[src/rtl/mux_store_scan.sv]
`default_nettype none
// +--------------------------------------------------------------------------+
// | mux_store_scan: registered channel mux with direct, hold and scan modes. |
// | Revision: 1.0                                                            |
// +--------------------------------------------------------------------------+
module mux_store_scan #(
  parameter int WIDTH  = 4,
  parameter int NUM_IN = 4,
  parameter int DWELL  = 2,
  localparam int SELW  = (NUM_IN > 2) ? $clog2(NUM_IN) : 1
) (
  input  logic                    clk,
  input  logic                    reset_n,
  input  logic [WIDTH*NUM_IN-1:0] d_in,
  input  logic [SELW-1:0]         sel,
  input  logic                    enb_n,
  input  logic [1:0]              mode,
  input  logic                    load,
  output logic [WIDTH-1:0]        q,
  output logic [SELW-1:0]         q_ch,
  output logic                    q_valid,
  output logic                    scan_wrap
);

  localparam logic [1:0]      c_MODE_DIRECT = 2'b00;
  localparam logic [1:0]      c_MODE_SCAN   = 2'b10;
  localparam logic [SELW-1:0] c_LAST_CH     = SELW'(NUM_IN - 1);
  localparam logic [7:0]      c_LAST_DW     = 8'(DWELL - 1);

  logic [WIDTH-1:0] r_q;
  logic [SELW-1:0]  r_q_ch;
  logic             r_q_valid;
  logic             r_scan_wrap;
  logic [SELW-1:0]  r_ch_cnt;
  logic [7:0]       r_dw_cnt;

  logic [WIDTH-1:0] w_dir_data;
  logic [WIDTH-1:0] w_scan_data;
  logic [WIDTH-1:0] w_q_nx;
  logic [SELW-1:0]  w_q_ch_nx;
  logic             w_q_valid_nx;
  logic             w_scan_wrap_nx;
  logic [SELW-1:0]  w_ch_cnt_nx;
  logic [7:0]       w_dw_cnt_nx;

  // Select codes with no matching channel fall through to zero data.
  always_comb begin
    w_dir_data  = '0;
    w_scan_data = '0;
    for (int i = 0; i < NUM_IN; i++) begin
      if (sel == SELW'(i))
        w_dir_data = d_in[i*WIDTH +: WIDTH];
      if (r_ch_cnt == SELW'(i))
        w_scan_data = d_in[i*WIDTH +: WIDTH];
    end
  end

  always_comb begin
    w_q_nx         = r_q;
    w_q_ch_nx      = r_q_ch;
    w_q_valid_nx   = 1'b0;
    w_scan_wrap_nx = 1'b0;
    w_ch_cnt_nx    = r_ch_cnt;
    w_dw_cnt_nx    = r_dw_cnt;
    if (enb_n) begin
      // Blanking: counters keep their values so the scan resumes in place.
      w_q_nx = '0;
    end else begin
      case (mode)
        c_MODE_DIRECT: begin
          w_ch_cnt_nx = '0;
          w_dw_cnt_nx = '0;
          if (load) begin
            w_q_nx       = w_dir_data;
            w_q_ch_nx    = sel;
            w_q_valid_nx = 1'b1;
          end
        end
        c_MODE_SCAN: begin
          if (r_dw_cnt == c_LAST_DW) begin
            w_q_nx         = w_scan_data;
            w_q_ch_nx      = r_ch_cnt;
            w_q_valid_nx   = 1'b1;
            w_scan_wrap_nx = (r_ch_cnt == c_LAST_CH);
            w_dw_cnt_nx    = '0;
            w_ch_cnt_nx    = (r_ch_cnt == c_LAST_CH) ? '0 : r_ch_cnt + 1'b1;
          end else begin
            w_dw_cnt_nx = r_dw_cnt + 8'd1;
          end
        end
        default: begin
          w_ch_cnt_nx = '0;
          w_dw_cnt_nx = '0;
        end
      endcase
    end
  end

  always_ff @(posedge clk or negedge reset_n) begin
    if (!reset_n) begin
      r_q         <= '0;
      r_q_ch      <= '0;
      r_q_valid   <= 1'b0;
      r_scan_wrap <= 1'b0;
      r_ch_cnt    <= '0;
      r_dw_cnt    <= '0;
    end else begin
      r_q         <= w_q_nx;
      r_q_ch      <= w_q_ch_nx;
      r_q_valid   <= w_q_valid_nx;
      r_scan_wrap <= w_scan_wrap_nx;
      r_ch_cnt    <= w_ch_cnt_nx;
      r_dw_cnt    <= w_dw_cnt_nx;
    end
  end

  assign q         = r_q;
  assign q_ch      = r_q_ch;
  assign q_valid   = r_q_valid;
  assign scan_wrap = r_scan_wrap;

endmodule
`default_nettype wire

[config.mk]
export PLATFORM = sky130hd
export DESIGN_NAME = mux_store_scan
export DESIGN_NICKNAME = d
export VERILOG_FILES = /design/src/rtl/mux_store_scan.sv
export SDC_FILE = /design/constraint.sdc
export NUM_CORES = 1
export LEC_CHECK = 0
export ABC_AREA = 1
export CORE_MARGIN = 3
export CORE_UTILIZATION = 39
export CTS_CLUSTER_SIZE = 24
export DETAILED_ROUTE_END_ITERATION = 16
export GPL_ROUTABILITY_DRIVEN = 0
export HOLD_SLACK_MARGIN = 0.12
export SYNTH_ARGS = -nofsm -noshare
export SYNTH_HDL_FRONTEND = slang
export SYNTH_SLANG_ARGS = --single-unit
[constraint.sdc]
create_clock -name clk -period 1.65 [get_ports clk]
set_input_delay 0.165 -clock clk [delete_from_list [all_inputs] [get_ports clk]]
set_output_delay 0.165 -clock clk [all_outputs]
set_load 0.03 [all_outputs]
Word level (Yosys, flattened, before mapping)
Index checks and enable logic that the tools add are counted.
- register bits after elaboration: 18
- reduce and logical (&&, ||, !) cells: 8
- bitwise gates (word level): 1
- add/subtract/negate cells: 2
- multiplexer cells: 27
- equality and inequality tests: 12
- operators with widths (cell ; number):
    two-way mux 4 bit ; 11
    two-way mux 8 bit ; 2
    == test 2 bit (second input constant) ; 5
    two-way mux 2 bit ; 5
    adder 8 x 1 -> 8 bit (second input constant) ; 1
    == test 8 x 1 -> 1 bit (second input constant) ; 1
    one-hot mux 4 bit (2 select lines) ; 1
    logical NOT 2 bit ; 3
    two-way mux 1 bit ; 6
    inequality test 3 bit (second input constant) ; 2
    == test 2 x 1 -> 1 bit (second input constant) ; 2
    inequality test 2 bit (second input constant) ; 2
    one-hot mux 2 bit (2 select lines) ; 1
    AND reduction 4 bit ; 1
    AND reduction 3 bit ; 1
    nonzero test 3 bit ; 1
    adder 2 x 1 -> 2 bit (second input constant) ; 1
    one-hot mux 1 bit (2 select lines) ; 1
    AND reduction 2 bit ; 1
    nonzero test 2 bit ; 1
    NOT 1 bit ; 1

Logic depth before layout (Yosys ltp)
Gate-level depths: netlist of run 1.
- depth after elaboration: 8
- mapped depth: 11
- depth with buffers taken out: 11

Worst setup path before layout of run 1
No wires, ideal clock.
- path type: reg-to-reg
- start: register r_ch_cnt[0]
- end: register r_q[0] (netlist: q[0])
- path buffers: 1
- clock period less this slack: 1310 ps
- path slack: 340 ps
- cell stages (with the launch flop): 11
- arrival time: 1192 ps
- path through: dfrtp_1 -> inv_1 -> ha_1 -> clkbuf_1 -> a21oi_1 -> nand2_1 -> nand2_1 -> nand2_1 -> inv_1 -> nand2_1 -> nand2_1
- longest elaborated chain between the ends: 8
- ends and longest elaborated chain (what ; line ; RTL):
    start, declared ; 34 ; logic [SELW-1:0] r_ch_cnt;
    start signal, assigned ; 112 ; r_ch_cnt <= w_ch_cnt_nx;
    logical NOT 2 bit ; 53 ; if (r_ch_cnt == SELW'(i))
    two-way mux 4 bit (3 in a row) ; 53 ;
    two-way mux 4 bit * ; 53 ;
    two-way mux 4 bit * ; 80 ; if (r_dw_cnt == c_LAST_DW) begin
    one-hot mux 4 bit (2 select lines) * ; 69 ; case (mode)
    two-way mux 4 bit * ; 65 ; if (enb_n) begin
    end signal, assigned ; 108 ; r_q <= w_q_nx;
    end, declared ; 30 ; logic [WIDTH-1:0] r_q;
Mark *: on every way between the ends. The rest lies on a longest branch, timed or not. The select of a mux whose other input is x is not followed.
A chain may end at the register's enable or synchronous reset.

Worst setup path after layout of run 1
- start: register r_q[0] (netlist: q[0])
- end: output q[0]
- RTL lines (what ; line ; RTL):
    end, declared ; 19 ; output logic [WIDTH-1:0] q,
No word-level cell between the ends.

==> results.py, run 1 <==
metrics = {
    "clocking": {
        "cts_root_buf": "clkbuf_4",
        "hold_buffers": 0,
        "cts_resized": 0,
        "cts_sinks": 18,
        "cts_inserted_buffers": 3,
        "cts_tree": "built",
        "path_clk_slew_ps": 110,
        "clk_latency_ps": 290,
        "cts_buffer_depth": 2,
        "cts_setup_buffers": 0,
        "cts_max_level": 1,
    },
    "sta": {
        "max_freq_mhz": 666.2,
        "fin_crit_sh_pct": 90.97,
        "setup_tns_ps": 0,
        "setup_slack_ps": 149.0,
        "clock_skew_ps": 6.763,
        "fin_crit_ps": 1501,
        "finalHoldViolCount": 0,
        "worstMarginPinSlew_ps": 435.5,
        "relSlewSlack_pct": 70.97,
        "final_max_slew_viol_count": 0,
        "finalSetupViolCount": 0,
        "rsz0062_at_grt": "false",
    },
    "floorplanning": {
        "core_area_um2": 3390,
        "num_rows": 21,
        "fp.dieW_um": 65.92,
        "die_h_um": 65.92,
        "start_util_pct": 41.31,
        "die-area_um2": 4345,
        "io_pins": 32,
    },
    "yosys": {
        "synth_nets": 230,
        "syn_area_um2": 1400,
        "synthCells": 200,
        "yosysMostFrequentCell": "nand2_1",
        "synth_top_flop_cell": "dfrtp_1",
        "synth_edf_count": 0,
        "ys_warn_count": 0,
        "synth.area.mux_share_pct": 0.7149,
        "yosys.area.top_type": "dfrtp_1",
        "synth_top_area_share_pct": 32.17,
        "synth_compound_area_share_pct": 12.96,
        "synth-seq-cells": 18,
        "synth-simple-area-share_pct": 38.16,
        "synth_top_family_by_area": "simple AND/OR/NAND/NOR gates",
        "synth_area_per_cell_um2": 7.000,
        "synthAdderAreaFrac_pct": 5.362,
        "synthXorXnorAreaFrac_pct": 1.251,
        "synth.yosys.seq_area_share_pct": 32.17,
        "synth_top_cells_by_count": "63 x nand2_1, 20 x inv_1, 18 x dfrtp_1, 18 x nand3_1, 11 x a21oi_1",
        "async_flop_share_pct": 100.0,
        "ys_top_cells_by_area": "dfrtp_1 32%, nand2_1 17%, nand3_1 6.4%",
        "ys_types": 29,
    },
    "flow_run": {
        "drv_cap": 0,
    },
    "worst_setup_path": {
        "crit_cells": 1,
        "cp_top_family": "buffers and inverters",
        "worstReg2RegEnd": "q[0]$_DFFE_PN0P_",
        "crit_fanout": 2,
        "worstRegToRegCells": 9,
        "timing.critical_path.buf_inv": 1,
        "start_kind": "register",
        "crit_arrival_ps": 1340,
        "criticalPathCategory": "register to output port",
        "required_ps": 1480,
        "path_cells": "clkdlybuf4s50_1",
        "rr_startpoint": "r_ch_cnt[0]$_DFFE_PN0P_",
        "r2r_setup_slack_ps": 210,
        "crit_path_end_kind": "output port",
        "cpPeakStageDelay_ps": 680,
        "critical_path.slowest_cell": "clkdlybuf4s50_1",
    },
    "drt": {
        "wl_per_cell_um": 12.02,
        "vias": 1373,
        "drt-total-wl_mm": 3.377,
        "viasPerCell": 4.886,
        "antenna_left": 0,
        "route.detailed.drc": 0,
        "top_layer": "met4",
        "dr.pass1.iters": 4,
        "dr_wl_met3_um": 183,
        "wl_met2_mm": 1.574,
        "met1_length_mm": 1.595,
        "drt_iter0_drc": 93,
    },
    "global_route": {
        "antenna_found_initial": 0,
        "grt_max_degree": 19,
        "grt_pass1_vias": 1334,
        "overflow": 0,
        "gr-usage-all-layers_pct": 17.38,
        "grt_first_pass_wirelength_mm": 5.927,
    },
    "final_layout": {
        "multi_input_comb_area_um2": 820.8,
        "fin_area_um2": 1821,
        "num_antenna_cells": 0,
        "fill_cells": 331,
        "drive_above_1_share_pct": 14.47,
        "area_growth_pct": 30.03,
        "fin_util_pct": 53.71,
        "final_nets": 266,
        "regArea_um2": 450.4,
    },
    "status": {
        "status": "finished clean",
    },
    "power": {
        "power_leakage_nw": 0.8825,
        "total_power_mw": 1.149,
        "powerDensity_nw_per_um2": 631.1,
        "irDropWorstVdd_uv": 333.9,
    },
    "placement": {
        "place_hpwl_mm": 2.716,
        "post-place-ws_ps": 108.6,
        "io_buffers": 31,
        "placed_area_um2": 1782,
    },
    "worst_hold_path": {
        "min_path_type": "input port to asynchronous set/reset pin",
    },
}
## worst max path at each step
stage	start	to	slack (ps)
floorplan	r_ch_cnt[0]$_DFFE_PN0P_	q[0]$_DFFE_PN0P_	340
global placement	sel[1]	q[0]$_DFFE_PN0P_	110
detailed placement	sel[1]	q[0]$_DFFE_PN0P_	110
CTS	q[0]$_DFFE_PN0P_	q[0]	130
global route	r_ch_cnt[0]$_DFFE_PN0P_	q[0]$_DFFE_PN0P_	30
finish	q[0]$_DFFE_PN0P_	q[0]	150
## cell usage in the layout (no fill, tap or decap), types with 2 or more instances in the layout
| cell type | count |
|---|---|
| a21oi_1 | 11 |
| a21oi_2 | 5 |
| buf_4 | 5 |
| clkbuf_4 | 3 |
| clkdlybuf4s50_1 | 31 |
| dfrtp_1 | 18 |
| ha_1 | 5 |
| inv_1 | 20 |
| inv_2 | 6 |
| nand2_1 | 63 |
| nand2_2 | 3 |
| nand3_1 | 18 |
| nand4_1 | 6 |
| nor2_1 | 9 |
| nor2_4 | 2 |
| nor3_1 | 2 |
| nor3_2 | 2 |
| o21ai_0 | 9 |
| o21ai_1 | 3 |
| xor2_1 | 2 |
## flip-flops by register name, summed over array words and instances (netlist names)
register   count
q              4
q_ch           2
q_valid        1
r_ch_cnt       2
r_dw_cnt       8
scan_wrap      1
## per-layer routing
layer	GRT usage (%)	up-vias
met4	3.886	0
met3	4.082	2
li1	-	719
met2	28.79	31
met5	0	-
met1	22.82	621
## area by class of cell
type	count	share of cell area, %
multi-input cells	149	45.09
flip-flops and latches	18	24.74
repair buffers	36	19.11
inverters	28	5.911
well taps	46	3.162
clock buffers	4	1.993
## where the power goes
group	internal [mW]	switching (mW)	leakage (nW)	total [mW]
combinational	0.169	0.224	0.618	0.393
sequential	0.467	0.0199	0.244	0.487
clock	0.134	0.135	0.0210	0.269
total	0.770	0.378	0.882	1.15
## kinds of logic (layout without fill, tap and decap cells)
family | after synthesis | after routing
AO/OA/AOI/OAI | 30 | 30
XOR/XNOR | 2 | 2
adder cells (fa/ha/maj) | 6 | 6
buffers and inverters | 33 | 68
flip-flops | 18 | 18
multiplexers | 1 | 1
AND/OR/NAND/NOR | 110 | 110
## worst register-to-register path, cell delays in order, from the launching register on
cell	delay, ps
dfrtp_1	420
inv_1	130
ha_1	340
a21oi_1	120
nand2_1	90
nand2_1	50
nand2_1	80
inv_1	40
nand2_1	50
nand2_1	40
## through the flow
step | instances | hold slack [ps]
3_3_place_gp | 277 | 481.6
3_5_place_dp | 277 | 491.6
2_1_floorplan | 200 | -130.6
6_report | 281 | 196.3
5_1_grt | 281 | 209.6
4_1_cts | 281 | 209.5
Power figures use the tool's default switching activity.
==> inputs of run 2 (changes only) <==
Settings changed: REMOVE_ABC_BUFFERS set to 1.
==> run 2 against run 1 <==
- die area did not move
- via count decreased by 0.73%
- wire length decreased by 3.5%
- design area fell by 0.55%
- combinational power shrank 1%
- non-clock buffer count is 1 lower
- worst setup slack gained 2.1 ps
- first-iteration DRC count decreased by 11%
- sequential power about the same
- clock skew is 0.74 ps lower
- largest cell class unchanged
- largest power group unchanged
==> results.py, run 2 (synthesis gave the netlist of run 1 again) <==
metrics = {
    "worst_setup_path": {
        "required_ps": 1480,
        "critical_path.slowest_cell": "clkdlybuf4s50_1",
        "path_cells": "clkdlybuf4s50_1",
        "cp_top_family": "buffers and inverters",
        "timing.critical_path.buf_inv": 1,
        "crit_fanout": 2,
        "cpPeakStageDelay_ps": 670,
        "criticalPathCategory": "register to output port",
        "crit_arrival_ps": 1330,
        "crit_path_end_kind": "output port",
        "start_kind": "register",
    },
    "power": {
        "power_leakage_nw": 0.8785,
        "switching_share_pct": 32.54,
        "clkPwrFrac_pct": 23.2,
        "intPower_uw": 768.0,
        "seq_power_share_pct": 42.7,
        "irDropWorstVdd_uv": 505.2,
        "switching_power_uw": 370.5,
        "p_comb_share_pct": 34.2,
        "powerDensity_nw_per_um2": 628.8,
    },
    "global_route": {
        "gr-usage-all-layers_pct": 15.79,
        "grt_max_degree": 19,
        "grt_pass1_vias": 1252,
        "grt_first_pass_wirelength_mm": 5.457,
        "overflow": 0,
        "antenna_found_initial": 0,
    },
    "floorplanning": {
        "die_h_um": 65.92,
        "num_rows": 21,
        "core_area_um2": 3390,
        "die-area_um2": 4345,
        "fp.dieW_um": 65.92,
        "start_util_pct": 41.31,
        "io_pins": 32,
    },
    "clocking": {
        "cts_setup_buffers": 0,
        "cts_max_level": 1,
        "cts_sinks": 18,
        "cts_root_buf": "clkbuf_4",
        "path_clk_slew_ps": 100,
        "cts_inserted_buffers": 3,
        "hold_buffers": 0,
        "cts_tree": "built",
        "cts_buffer_depth": 2,
        "cts_resized": 0,
        "clk_latency_ps": 290,
    },
    "final_layout": {
        "largest_register_ffs": 8,
        "final_common_cell": "nand2_1",
        "num_antenna_cells": 0,
        "regMostFlops": "r_dw_cnt",
        "final_nets": 265,
        "fill_cells": 332,
        "drive_above_1_share_pct": 13.68,
        "layout_common_cells": "63 x nand2_1, 31 x clkdlybuf4s50_1, 20 x inv_1, 18 x nand3_1, 18 x dfrtp_1",
        "area_growth_pct": 29.31,
        "fin_util_pct": 53.41,
    },
    "sta": {
        "worstMarginPinSlew_ps": 431.2,
        "final_max_slew_viol_count": 0,
        "fin_crit_sh_pct": 90.85,
        "fin_crit_ps": 1499,
        "clock_skew_ps": 6.028,
        "max_freq_mhz": 667.1,
        "finalHoldViolCount": 0,
        "relSlewSlack_pct": 71.25,
        "setup_tns_ps": 0,
        "setup_slack_ps": 151.0,
        "rsz0062_at_grt": "false",
        "finalSetupViolCount": 0,
    },
    "drt": {
        "vias": 1363,
        "wl_per_cell_um": 11.64,
        "route.detailed.drc": 0,
        "viasPerCell": 4.868,
        "dr.pass1.iters": 4,
        "antenna_left": 0,
        "drt_iter0_drc": 83,
        "drt-total-wl_mm": 3.259,
    },
    "flow_run": {
        "drv_cap": 0,
    },
    "status": {
        "status": "finished clean",
    },
    "worst_hold_path": {
        "min_path_type": "input port to asynchronous set/reset pin",
    },
    "placement": {
        "io_buffers": 31,
        "place_hpwl_mm": 2.667,
        "post-place-ws_ps": 106.8,
    },
}
[run 2: final timing paths]
check	from	end	slack, ps	cells after the start
setup / recovery	q[3]$_DFFE_PN0P_	q[3]	150	1
hold reg to reg	q_ch[0]$_DFFE_PN0P_	q_ch[0]$_DFFE_PN0P_	500	2
min in group clk	q_ch[0]$_DFFE_PN0P_	q_ch[0]$_DFFE_PN0P_	500	2
hold / removal	reset_n	q_valid$_DFF_PN0_	180	2
max in group asynchronous	reset_n	r_ch_cnt[0]$_DFFE_PN0P_	1260	2
setup reg to reg	r_ch_cnt[1]$_DFFE_PN0P_	q[3]$_DFFE_PN0P_	200	11
[run 2: metal layers]
metal  track usage (%)  part of all wire [%]
met1             20.68                    46
met2             26.91                    49
met5                 0                     0
met3             3.061                   4.6
met4             3.109                  0.52
[run 2: area by class of cell]
cell class / instances / area, um^2 / area share, %
repair buffers: 35 / 340.3 / 18.80
well taps: 46 / 57.56 / 3.179
flip-flops and latches: 18 / 450.4 / 24.88
clock buffers: 4 / 36.28 / 2.004
multi-input cells: 149 / 818.3 / 45.20
inverters: 28 / 107.6 / 5.943
[run 2: power by group through the flow]
stage	clock network, mW	registers (mW)	logic, mW
3_3_place_gp	0	0.493	0.386
4_1_cts	0.280	0.486	0.393
2_1_floorplan	0	0.526	0.191
6_report	0.264	0.486	0.389
3_5_place_dp	0	0.494	0.392
5_1_grt	0.298	0.490	0.431
[run 2: stage by stage]
stage          hold slack (ps)  total power [mW]  std cells  instance area (um^2)
5_1_grt                  195.4             1.219        280                  1810
2_1_floorplan           -130.6            0.7166        195                  1376
4_1_cts                  185.7             1.159        280                  1810
3_5_place_dp             485.4            0.8859        276                  1774
3_3_place_gp             482.0            0.8784        276                  1774
6_report                 184.5             1.138        280                  1810
==> inputs of run 3 (changes only) <==
Settings changed: GPL_ROUTABILITY_DRIVEN 0 to unset.
==> results of run 3 <==
The final DEF is identical to that of run 2; final timing and power are the same.
